$ cat config.mk
export PLATFORM = sky130hd
export DESIGN_NAME = asfifo_graydecoder
export DESIGN_NICKNAME = d
export VERILOG_FILES = /design/src/rtl/asfifo_graydecoder.sv
export SDC_FILE = /design/constraint.sdc
export NUM_CORES = 1
export LEC_CHECK = 0
export CAP_MARGIN = 20
export CORE_AREA = 2 2 39 41
export CTS_BUF_LIST = sky130_fd_sc_hd__clkbuf_4 sky130_fd_sc_hd__clkbuf_8
export DETAILED_ROUTE_END_ITERATION = 7
export DIE_AREA = 0 0 41 43
export PLACE_DENSITY_LB_ADDON = 0.3
export REMOVE_ABC_BUFFERS = 1
export SYNTH_ARGS = -nofsm -noshare
export SYNTH_HDL_FRONTEND = slang
export SYNTH_SLANG_ARGS = --single-unit
$ cat constraint.sdc
create_clock -name clk -period 2.1 [get_ports clk]
set_input_delay 0.63 -clock clk [delete_from_list [all_inputs] [get_ports clk]]
set_output_delay 0.63 -clock clk [all_outputs]
set_load 0.005 [all_outputs]
$ cat src/rtl/asfifo_graydecoder.sv
// asfifo_graydecoder
//   Receive side of a Gray-coded FIFO pointer crossing. The foreign-domain
//   Gray count is re-timed through a two-stage synchronizer, decoded to
//   binary and reported as a binary count with a per-cycle advance pulse,
//   the modular increment since the previous cycle and a sticky flag that
//   catches consecutive samples differing in more than one bit.
//
// Ports
//   clk         local clock, rising edge
//   rst         synchronous active-low reset
//   gray_in     Gray count from the foreign domain (asynchronous to clk)
//   err_clr     clears the sticky error flag
//   binary_out  decoded binary value of the synchronized Gray count
//   advance     one-cycle pulse when binary_out changed on that edge
//   delta       (new binary_out - previous binary_out) mod 2^width
//   error       sticky multi-bit Gray change indicator

module asfifo_graydecoder #(
    parameter int width = 2
) (
    input  logic             clk,
    input  logic             rst,
    input  logic [width-1:0] gray_in,
    input  logic             err_clr,
    output logic [width-1:0] binary_out,
    output logic             advance,
    output logic [width-1:0] delta,
    output logic             error
);

    localparam logic [width-1:0] one = {{(width-1){1'b0}}, 1'b1};

    logic [width-1:0] s1;
    logic [width-1:0] s2;
    logic [width-1:0] g_q;
    logic [width-1:0] b_new;
    logic [width-1:0] diff;
    logic             viol;

    // Binary bit i is the XOR of all Gray bits from i up to the MSB; written
    // as a reduction of the shifted word so no bit depends on another bit of
    // the same vector.
    always_comb begin
        b_new = '0;
        for (int i = 0; i < width; i++) begin
            b_new[i] = ^(s2 >> i);
        end
    end

    // More than one bit set <=> clearing the lowest set bit leaves a nonzero
    // value.
    always_comb begin
        diff = s2 ^ g_q;
        viol = (diff & (diff - one)) != '0;
    end

    always_ff @(posedge clk) begin
        if (!rst) begin
            s1         <= '0;
            s2         <= '0;
            g_q        <= '0;
            binary_out <= '0;
            advance    <= 1'b0;
            delta      <= '0;
            error      <= 1'b0;
        end else begin
            s1         <= gray_in;
            s2         <= s1;
            g_q        <= s2;
            binary_out <= b_new;
            advance    <= (b_new != binary_out);
            delta      <= b_new - binary_out;
            // A violation in the same cycle as a clear keeps the flag set.
            error      <= viol | (error & ~err_clr);
        end
    end

endmodule
* After elaboration in Yosys (flattened, before gate mapping) *
Index checks and enable logic that the tools add are counted.

cells by class
  add/subtract/negate cells = 2
  eq/ne operators = 1
  bitwise gates (word level) = 5
  reductions and logical operators = 3

operators by type and width
  operator                                                            number
  2-bit XOR reduction                                                 2
  2-bit bitwise AND                                                   1
  2-bit != test                                                       1
  2-bit nonzero test                                                  1
  2-bit by 1-bit subtractor with 2-bit output, second input constant  1
  2-bit subtractor                                                    1
  2-bit XOR                                                           1
  1-bit bitwise AND                                                   1
  1-bit inverter                                                      1
  1-bit bitwise OR                                                    1

storage, ports and cells
  bits in registers = 12
  input port bits = 5
  logic and storage cells = 18

* Longest topological paths before layout *
Gate-level depths: netlist (run 1).

  word-level depth = 5
  gate-level depth with buffers = 4
  mapped depth without buffers = 4

* Worst setup path before layout (run 1) *
OpenSTA, ideal clock, no wires.

  path kind = reg-to-output
  start = register binary_out[1]
  end = output binary_out[1]
  data arrival time = 460 ps
  slack = 1,010 ps
  cell stages (with the launch flop) = 2
  buffers on the path = 1
  cell sequence = dfxtp_1 -> buf_4

RTL lines
  element                 RTL line  RTL
  start, declared         25        output logic [width-1:0] binary_out,
  start signal, assigned  70        binary_out <= b_new;

No word-level cell between the ends.

* Worst setup path after layout (run 1) *
  start = register binary_out[1]
  end = output binary_out[1]

No word-level cell between the ends.

==> summary.md, run 1 <==
| Metric | Value |
|---|---|
| Gate power share | `a little under a tenth` |
| Area Overhead vs Synth | `37.8%` |
| Clock share of power | `between 30% and 40%` |
| Layout Utilization | `between 30% and 40%` |
| Worst setup margin | `around 0.33 ns` |
| H-tree Lvls | `1` |
| GRT Util Overall | `7.97%` |
| Metal-1 WL | `between 150 and 200 um` |
| Multi-input gate area | `roughly 130 um2` |
| Num CTS Buffers | `3` |
| Wire per inst | `around 8.6 um` |
| DR WL met2 | `between 200 and 300 um` |
| Syn_area_per_cell | `11.9 um2` |
| CTS clk-pin slew, worst paths | `~0.060 ns` |
| Die Span X | `roughly 41 um` |
| Crit-path max cell delay | `0.52 ns` |
| Number of stages on the worst setup path | `1` |
| Worst r2r dst | `delta[1]$_SDFF_PN0_` |
| CP max-delay cell | `clkdlybuf4s50_1` |
| Fillers | `between 100 and 150` |
| # setup viols final | `0` |
| Cell Pwr Density | `818 nW/um2` |
| Worst Setup Start Kind | `flip-flop` |
| Crit-path leading delay family | `buffers and inverters` |
| Met3 wire len | `between 50 and 60 um` |
| Initial antenna violation count | `0` |
| Least-Margin Pin Slew | `between 0.2 and 0.25 ns` |
| Core area | `roughly 1400 um2` |
| Cts hold-fix bufs | `0` |
| Part of the power in registers | `54.1%` |
| WHS Path Cells | `1` |
| Worst VDD drop | `about 230 uV` |
| Fmax | `564 MHz` |
| Synthesized area | `between 300 and 400 um2` |
| Crit path buf inv count | `1` |
| Crit path cell chain | `clkdlybuf4s50_1` |
| Internal power | `0.000334 W` |
| Yosys warnings | `0` |
| Clock tree from TritonCTS | `done` |
| Crit path DAT | `1.14 ns` |
| Die Y | `43 um` |
| Lkg Pwr | `0.191 nW` |
| Crit path required time | `about 1.5 ns` |
| Net Switching | `between 0.00008 and 0.00009 W` |
| Worst Min Path Start | `s1[1]$_SDFF_PN0_` |
| Final WL | `~500 um` |
| Ports | `11` |
| Vias in the first global route | `between 200 and 250` |
| First-pass GRT wire length | `869 um` |
| Die footprint | `around 1800 um2` |
| Vias/cell | `3.98` |
| Period utilization | `between 80% and 90%` |
| Clk root buf | `clkbuf_4` |
| Setup Skew | `0.00199 ns` |
| Register area | `220 um2` |
| Critical Path Fanout Max | `2` |
| Layout cells sized above 1 | `roughly 14%` |
| Outcome | `finished clean` |
| Reg2reg path depth | `4` |
| Type of the worst setup path | `reg -> out` |
| Setup Fix Bufs, Post-CTS | `0` |
| Antenna diodes | `0` |
| Setup_tns | `0 ns` |
| Largest net degree at the start of global routing | `12` |
| Max Buffers Root-to-Sink | `2` |
| CTS sink cnt | `11` |
| Hold Vio Cnt, Final | `0` |
| Worst skew pair latency | `0.26 ns` |
| Crit end category | `output pin` |
| Slew Limit Fails | `0` |
| # nets final | `50` |
| First-iteration detailed-routing DRC count | `0` |
| Port buffer count | `10` |
| Grt ovf | `0` |
| Rows | `14` |
| # Max-Cap Violations | `0` |
| Slew HR | `a little over four fifths` |
| Sw Share | `around a fifth` |
| Unique masters post-synth | `12` |
| Fin crit period | `1.77 ns` |
| Reg2reg start | `s2[1]$_SDFF_PN0_` |
| Worst R2R Setup Slack | `between 1 and 1.5 ns` |
| Pre-CTS WS | `roughly 0.55 ns` |
| Post-Syn Instances | `31` |
| Hold-critical path endpoint | `s2[1]$_SDFF_PN0_` |
| Unrepaired setup endpoints after global routing | `no` |
| ANT nets after route | `0` |
| Total chip power | `~0.00041 W` |
| Initial Util | `approximately a quarter` |
| Sequential area share after synthesis | `59.9%` |
| Final GP Congestion | `around 0.62` |
| DR top layer | `met3` |
| Number of synthesized register bits | `11` |
| DR vias | `around 240` |
| Post-CTS sizing | `0` |
| Tightest Hold Check Type | `reg -> reg` |
| Residual DRC count | `0` |
| DR pass1 iterations | `1` |
power by group through the flow:
stage / clock network (W) / logic [W] / registers, W
finish: 0.000151 / 0.0000399 / 0.000224
global route: 0.000171 / 0.0000446 / 0.000225
CTS: 0.000162 / 0.0000408 / 0.000224
detailed placement: 0 / 0.0000406 / 0.000229
global placement: 0 / 0.0000393 / 0.000228
floorplan: 0 / 0.0000154 / 0.000229
worst max path at each step:
stage                               end                      from
2_1_floorplan       delta[1]$_SDFF_PN0_          s2[1]$_SDFF_PN0_
6_report                  binary_out[1]  binary_out[1]$_SDFF_PN0_
3_5_place_dp         advance$_SDFF_PN0_                       rst
3_3_place_gp   binary_out[1]$_SDFF_PN0_                       rst
5_1_grt                   binary_out[1]  binary_out[1]$_SDFF_PN0_
4_1_cts                   binary_out[1]  binary_out[1]$_SDFF_PN0_
synth_stat cells, drive strengths merged:
cell type,number,area share [%]
dfxtp,11,60
and2,8,14
xnor2,4,12
nor2b,2,3.4
a21boi,1,2.0
buf,1,2.0
clkbuf,1,1.0
ha,1,3.4
inv,1,1.0
o22ai,1,1.7
routing by layer:
layer | GRT usage [%] | vias to the layer above
met5 | 0 | -
met4 | 10.0 | 0
met3 | 3.14 | 0
met2 | 10.0 | 10
met1 | 8.50 | 106
li1 | - | 119
metrics by stage:
step | area (um2) | hold WS, ns | cells
after CTS | 507 | 0.444 | 59
after global routing | 507 | 0.457 | 59
after detailed placement | 477 | 0.425 | 55
final | 507 | 0.437 | 59
after floorplan | 357 | 0.412 | 29
after global placement | 477 | 0.420 | 55
registers in the layout, summed over array words and instances (netlist names):
signal,cells
s2,2
binary_out,2
s1,2
advance,1
error,1
g_q,1
delta,2
logic make-up (layout without fill, tap and decap cells):
group	Yosys count	in the layout	share of synthesized area (%)
flip-flops	11	11	59.9
AND/OR/NAND/NOR	10	10	17.3
XOR/XNOR	4	4	11.6
buffers and inverters	3	15	4.08
AO/OA/AOI/OAI	2	2	3.74
adder cells (fa/ha/maj)	1	1	3.40
placed cells by master, fill, tap and decap left out:
cell             count
and2_1               7
o22ai_1              1
and2_2               1
dfxtp_1             11
xnor2_1              3
clkbuf_4             4
nor2b_1              2
xnor2_2              1
a21boi_0             1
clkdlybuf4s50_1     10
inv_1                1
ha_1                 1
area by class of cell:
| type | count | share of cell area [%] |
|---|---|---|
| sequential | 11 | 43.5 |
| inverter | 1 | 0.741 |
| clock buffer | 4 | 5.93 |
| multi-input combinational | 17 | 26.2 |
| timing repair buffer | 10 | 19.8 |
| tap | 16 | 3.95 |
No activity file was read; power rests on OpenSTA's default activity.
==> run 2, diff against run 1 <==
==> constraint.sdc (replaced) <==
create_clock -name clk -period 1.75 [get_ports clk]
set_input_delay 0.525 -clock clk [delete_from_list [all_inputs] [get_ports clk]]
set_output_delay 0.525 -clock clk [all_outputs]
set_load 0.005 [all_outputs]
==> results of run 2 <==
Same layout as run 1 (identical final DEF). Status: finished clean.
Main changes from that run: setup slack after placement 0.554 ns -> 0.309 ns; setup slack after layout 0.327 ns -> 0.0819 ns; register-to-register setup slack 1.02 ns -> 0.67 ns; total power 0.000415 W -> 0.000498 W; worst IR drop on VDD 231 uV -> 277 uV
==> run 3, diff against run 2 <==
--- a/config.mk
+++ b/config.mk
@@ -5,6 +5,7 @@
 export SDC_FILE = /design/constraint.sdc
 export NUM_CORES = 1
 export LEC_CHECK = 0
+export ABC_AREA = 1
 export CAP_MARGIN = 20
 export CORE_AREA = 2 2 39 41
 export CTS_BUF_LIST = sky130_fd_sc_hd__clkbuf_4 sky130_fd_sc_hd__clkbuf_8
==> summary.md, run 3 <==
| Metric | Value |
|---|---|
| Critical Path Fanout Max | `4 (+2)` |
| EDFF count, synth | `0 (unchanged)` |
| Hold Vio Cnt, Final | `0 (unchanged)` |
| Setup_tns | `0 ns (unchanged)` |
| DP HPWL | `432 um` |
| Fmax | `~610 MHz` |
| # Max-Cap Violations | `0 (unchanged)` |
| Crit-path max cell delay | `0.50 ns (-0.02 ns)` |
| Placed Instances | `75 (+36%)` |
| Top cells by count, synth | `13 x nand2_1, 11 x dfxtp_1, 10 x inv_1, 5 x nor2_1, 2 x nand2_2` |
| Crit path cell chain | `clkdlybuf4s50_1` |
| Area Overhead vs Synth | `33.6%` |
| Yosys warnings | `0 (unchanged)` |
| H-tree Lvls | `1 (unchanged)` |
| Worst R2R Setup Slack | `around 0.69 ns` |
| Worst Setup Start Kind | `flip-flop` |
| First-iteration detailed-routing DRC count | `1 (+1)` |
| Most common cell after layout, fill and taps aside | `nand2_1` |
| Crit path buf inv count | `1 (unchanged)` |
| Commonest cells after routing, fill and taps aside | `13 x nand2_1, 10 x inv_1, 10 x dfxtp_1, 10 x clkdlybuf4s50_1, 5 x nor2_1` |
| # nets final | `70 (+40%)` |
| Lkg Pwr | `0.280 nW (+46%)` |
| Fin crit period | `about 1.6 ns` |
| Port buffer count | `10 (unchanged)` |
| Residual DRC count | `0 (unchanged)` |
| Worst skew pair latency | `0.26 ns (about the same)` |
| Syn_area_per_cell | `8.10 um2 (-32%)` |
| Reg2reg start | `s2[1]$_SDFF_PN0_` |
| DR pass1 iterations | `2 (+1)` |
| Crit path required time | `about 1.2 ns` |
| Max Buffers Root-to-Sink | `2 (unchanged)` |
| Antenna diodes | `0 (unchanged)` |
| Die footprint | `1760 um2 (unchanged)` |
| Crit end category | `output pin` |
| Slew HR | `75.3% (-8.7 points)` |
| Clk root buf | `clkbuf_4` |
| First-pass GRT wire length | `1060 um (+21%)` |
| Core area | `1380 um2 (unchanged)` |
| Post-CTS sizing | `0 (unchanged)` |
| GRT Util Overall | `9.38% (+1.4 points)` |
| Reg2reg path depth | `6 (+2)` |
| Vias in the first global route | `274 (+16%)` |
| Cts hold-fix bufs | `0 (unchanged)` |
| Type of the worst setup path | `reg -> out` |
| Asr flop ratio synth | `0% (unchanged)` |
| Period utilization | `between 90% and 100%` |
| Worst setup path endpoint | `binary_out[1]` |
| Wire per inst | `7.41 um (-13%)` |
| Setup Fix Bufs, Post-CTS | `0 (unchanged)` |
| Unique masters post-synth | `15 (+3)` |
| Count leader, synth | `nand2_1` |
| Final WL | `585 um (+16%)` |
| Setup Skew | `0.00204 ns (+0.0000443 ns)` |
| Top cells by area, synth | `dfxtp_1 53%, nand2_1 12%, inv_1 9.1%` |
| Vias/cell | `3.92 (-1.5%)` |
| Post-Syn Instances | `51 (+65%)` |
| Worst VDD drop | `between 400 and 500 uV` |
| Largest net degree at the start of global routing | `11 (-1)` |
| ANT nets after route | `0 (unchanged)` |
| Worst r2r dst | `delta[1]$_SDFF_PN0_` |
| Num CTS Buffers | `3 (unchanged)` |
| Layout cells sized above 1 | `17.5% (+3.5 points)` |
| Tightest Hold Check Type | `reg -> reg` |
| Number of synthesized register bits | `11 (unchanged)` |
| Crit-path leading delay family | `buffers and inverters` |
| Crit. Startpoint | `binary_out[1]$_SDFF_PN0_` |
| Slew Limit Fails | `0 (unchanged)` |
| Outcome | `finished clean` |
| Fin cells | `79 (+34%)` |
| Initial antenna violation count | `0 (unchanged)` |
| Number of stages on the worst setup path | `1 (unchanged)` |
| Post-synth top area cell | `dfxtp_1` |
| Least-Margin Pin Slew | `0.369 ns (+0.129 ns)` |
| Grt ovf | `0 (unchanged)` |
| Total chip power | `approximately 0.00051 W` |
| # setup viols final | `0 (unchanged)` |
| CTS clk-pin slew, worst paths | `0.07 ns (about the same)` |
| Predominant post-synthesis flop cell | `dfxtp_1` |
| CP max-delay cell | `clkdlybuf4s50_1` |
| Yosys top cell area share | `53.3% (-6.5 points)` |
| CTS sink cnt | `11 (unchanged)` |
| Initial Util | `29.8% (+3.3 points)` |
| Crit path DAT | `1.12 ns (-0.02 ns)` |
| Rows | `14 (unchanged)` |
| Synthesized area | `413 um2 (+12%)` |
| DR vias | `310 (+32%)` |
| Die Y | `43 um (unchanged)` |
| Cell Pwr Density | `918 nW/um2` |
| Ports | `11 (unchanged)` |
| Die Span X | `41 um (unchanged)` |
| Unrepaired setup endpoints after global routing | `no` |
| Final GP Congestion | `0.716 (+16%)` |
| Clock tree from TritonCTS | `done` |
| Sequential area share after synthesis | `53.3% (-6.5 points)` |
| Fillers | `148 (+4.2%)` |
run 3: changes by cell type in the layout (fill, tap and decap cells not counted), sizes merged, moves of 2 or more:
cell | previous run | this run
nor2b | 2 | 0
xnor2 | 4 | 1
inv | 1 | 11
nand3 | 0 | 2
and2 | 8 | 0
nor2 | 0 | 6
nand2 | 0 | 15
run 3: area by class of cell:
type	count	area (um2)	share of cell area (%)
Clock buffer	4	30.0	5.44
Inverter	11	41.3	7.48
Multi-Input combinational cell	27	139	25.2
Sequential cell	11	221	40.1
Tap cell	16	20.0	3.63
Timing Repair Buffer	10	100	18.1
run 3: worst min path at each step:
stage | startpoint | end | slack, ns | cells past startpoint
floorplan | s1[0]$_SDFF_PN0_ | s2[0]$_SDFF_PN0_ | 0.39 | 2
global placement | s1[1]$_SDFF_PN0_ | s2[1]$_SDFF_PN0_ | 0.40 | 2
detailed placement | s1[0]$_SDFF_PN0_ | s2[0]$_SDFF_PN0_ | 0.40 | 2
CTS | s1[0]$_SDFF_PN0_ | s2[0]$_SDFF_PN0_ | 0.42 | 2
global route | s1[1]$_SDFF_PN0_ | s2[1]$_SDFF_PN0_ | 0.45 | 2
finish | s1[0]$_SDFF_PN0_ | s2[0]$_SDFF_PN0_ | 0.42 | 2
run 3: kinds of logic (layout without fill, tap and decap cells):
kind of cell	count (synthesis)	in the layout	synth area share [%]
buffers and inverters	13	25	13.0
AOI/OAI and AO/OA	1	1	2.12
xor gates and xnor gates	1	1	2.12
DFF	11	11	53.3
and+or+nand+nor	24	24	26.4
adders and majority gates	1	1	3.03
run 3: through the flow:
stage / cell area (um2) / worst slack [ns] / hold slack [ns] / util, %
global placement: 520 / 0.273 / 0.401 / 37.6
finish: 552 / 0.102 / 0.416 / 39.9
CTS: 551 / 0.0338 / 0.422 / 39.8
detailed placement: 520 / 0.260 / 0.404 / 37.6
global route: 552 / 0.0444 / 0.446 / 39.9
floorplan: 400 / 0.776 / 0.390 / -
run 3: power by group:
group | switching [W] | total [W] | internal (W)
logic | 0.0000213 | 0.0000522 | 0.0000309
clock network | 0.0000821 | 0.000186 | 0.000104
registers | 0.00000570 | 0.000269 | 0.000263
run 3: routing by layer:
layer	up-vias	global-route usage [%]	wire (um)
li1	171	-	-
met1	125	11.8	283
met5	-	0	0
met3	2	5.24	58
met2	12	10.9	239
met4	0	8.00	4
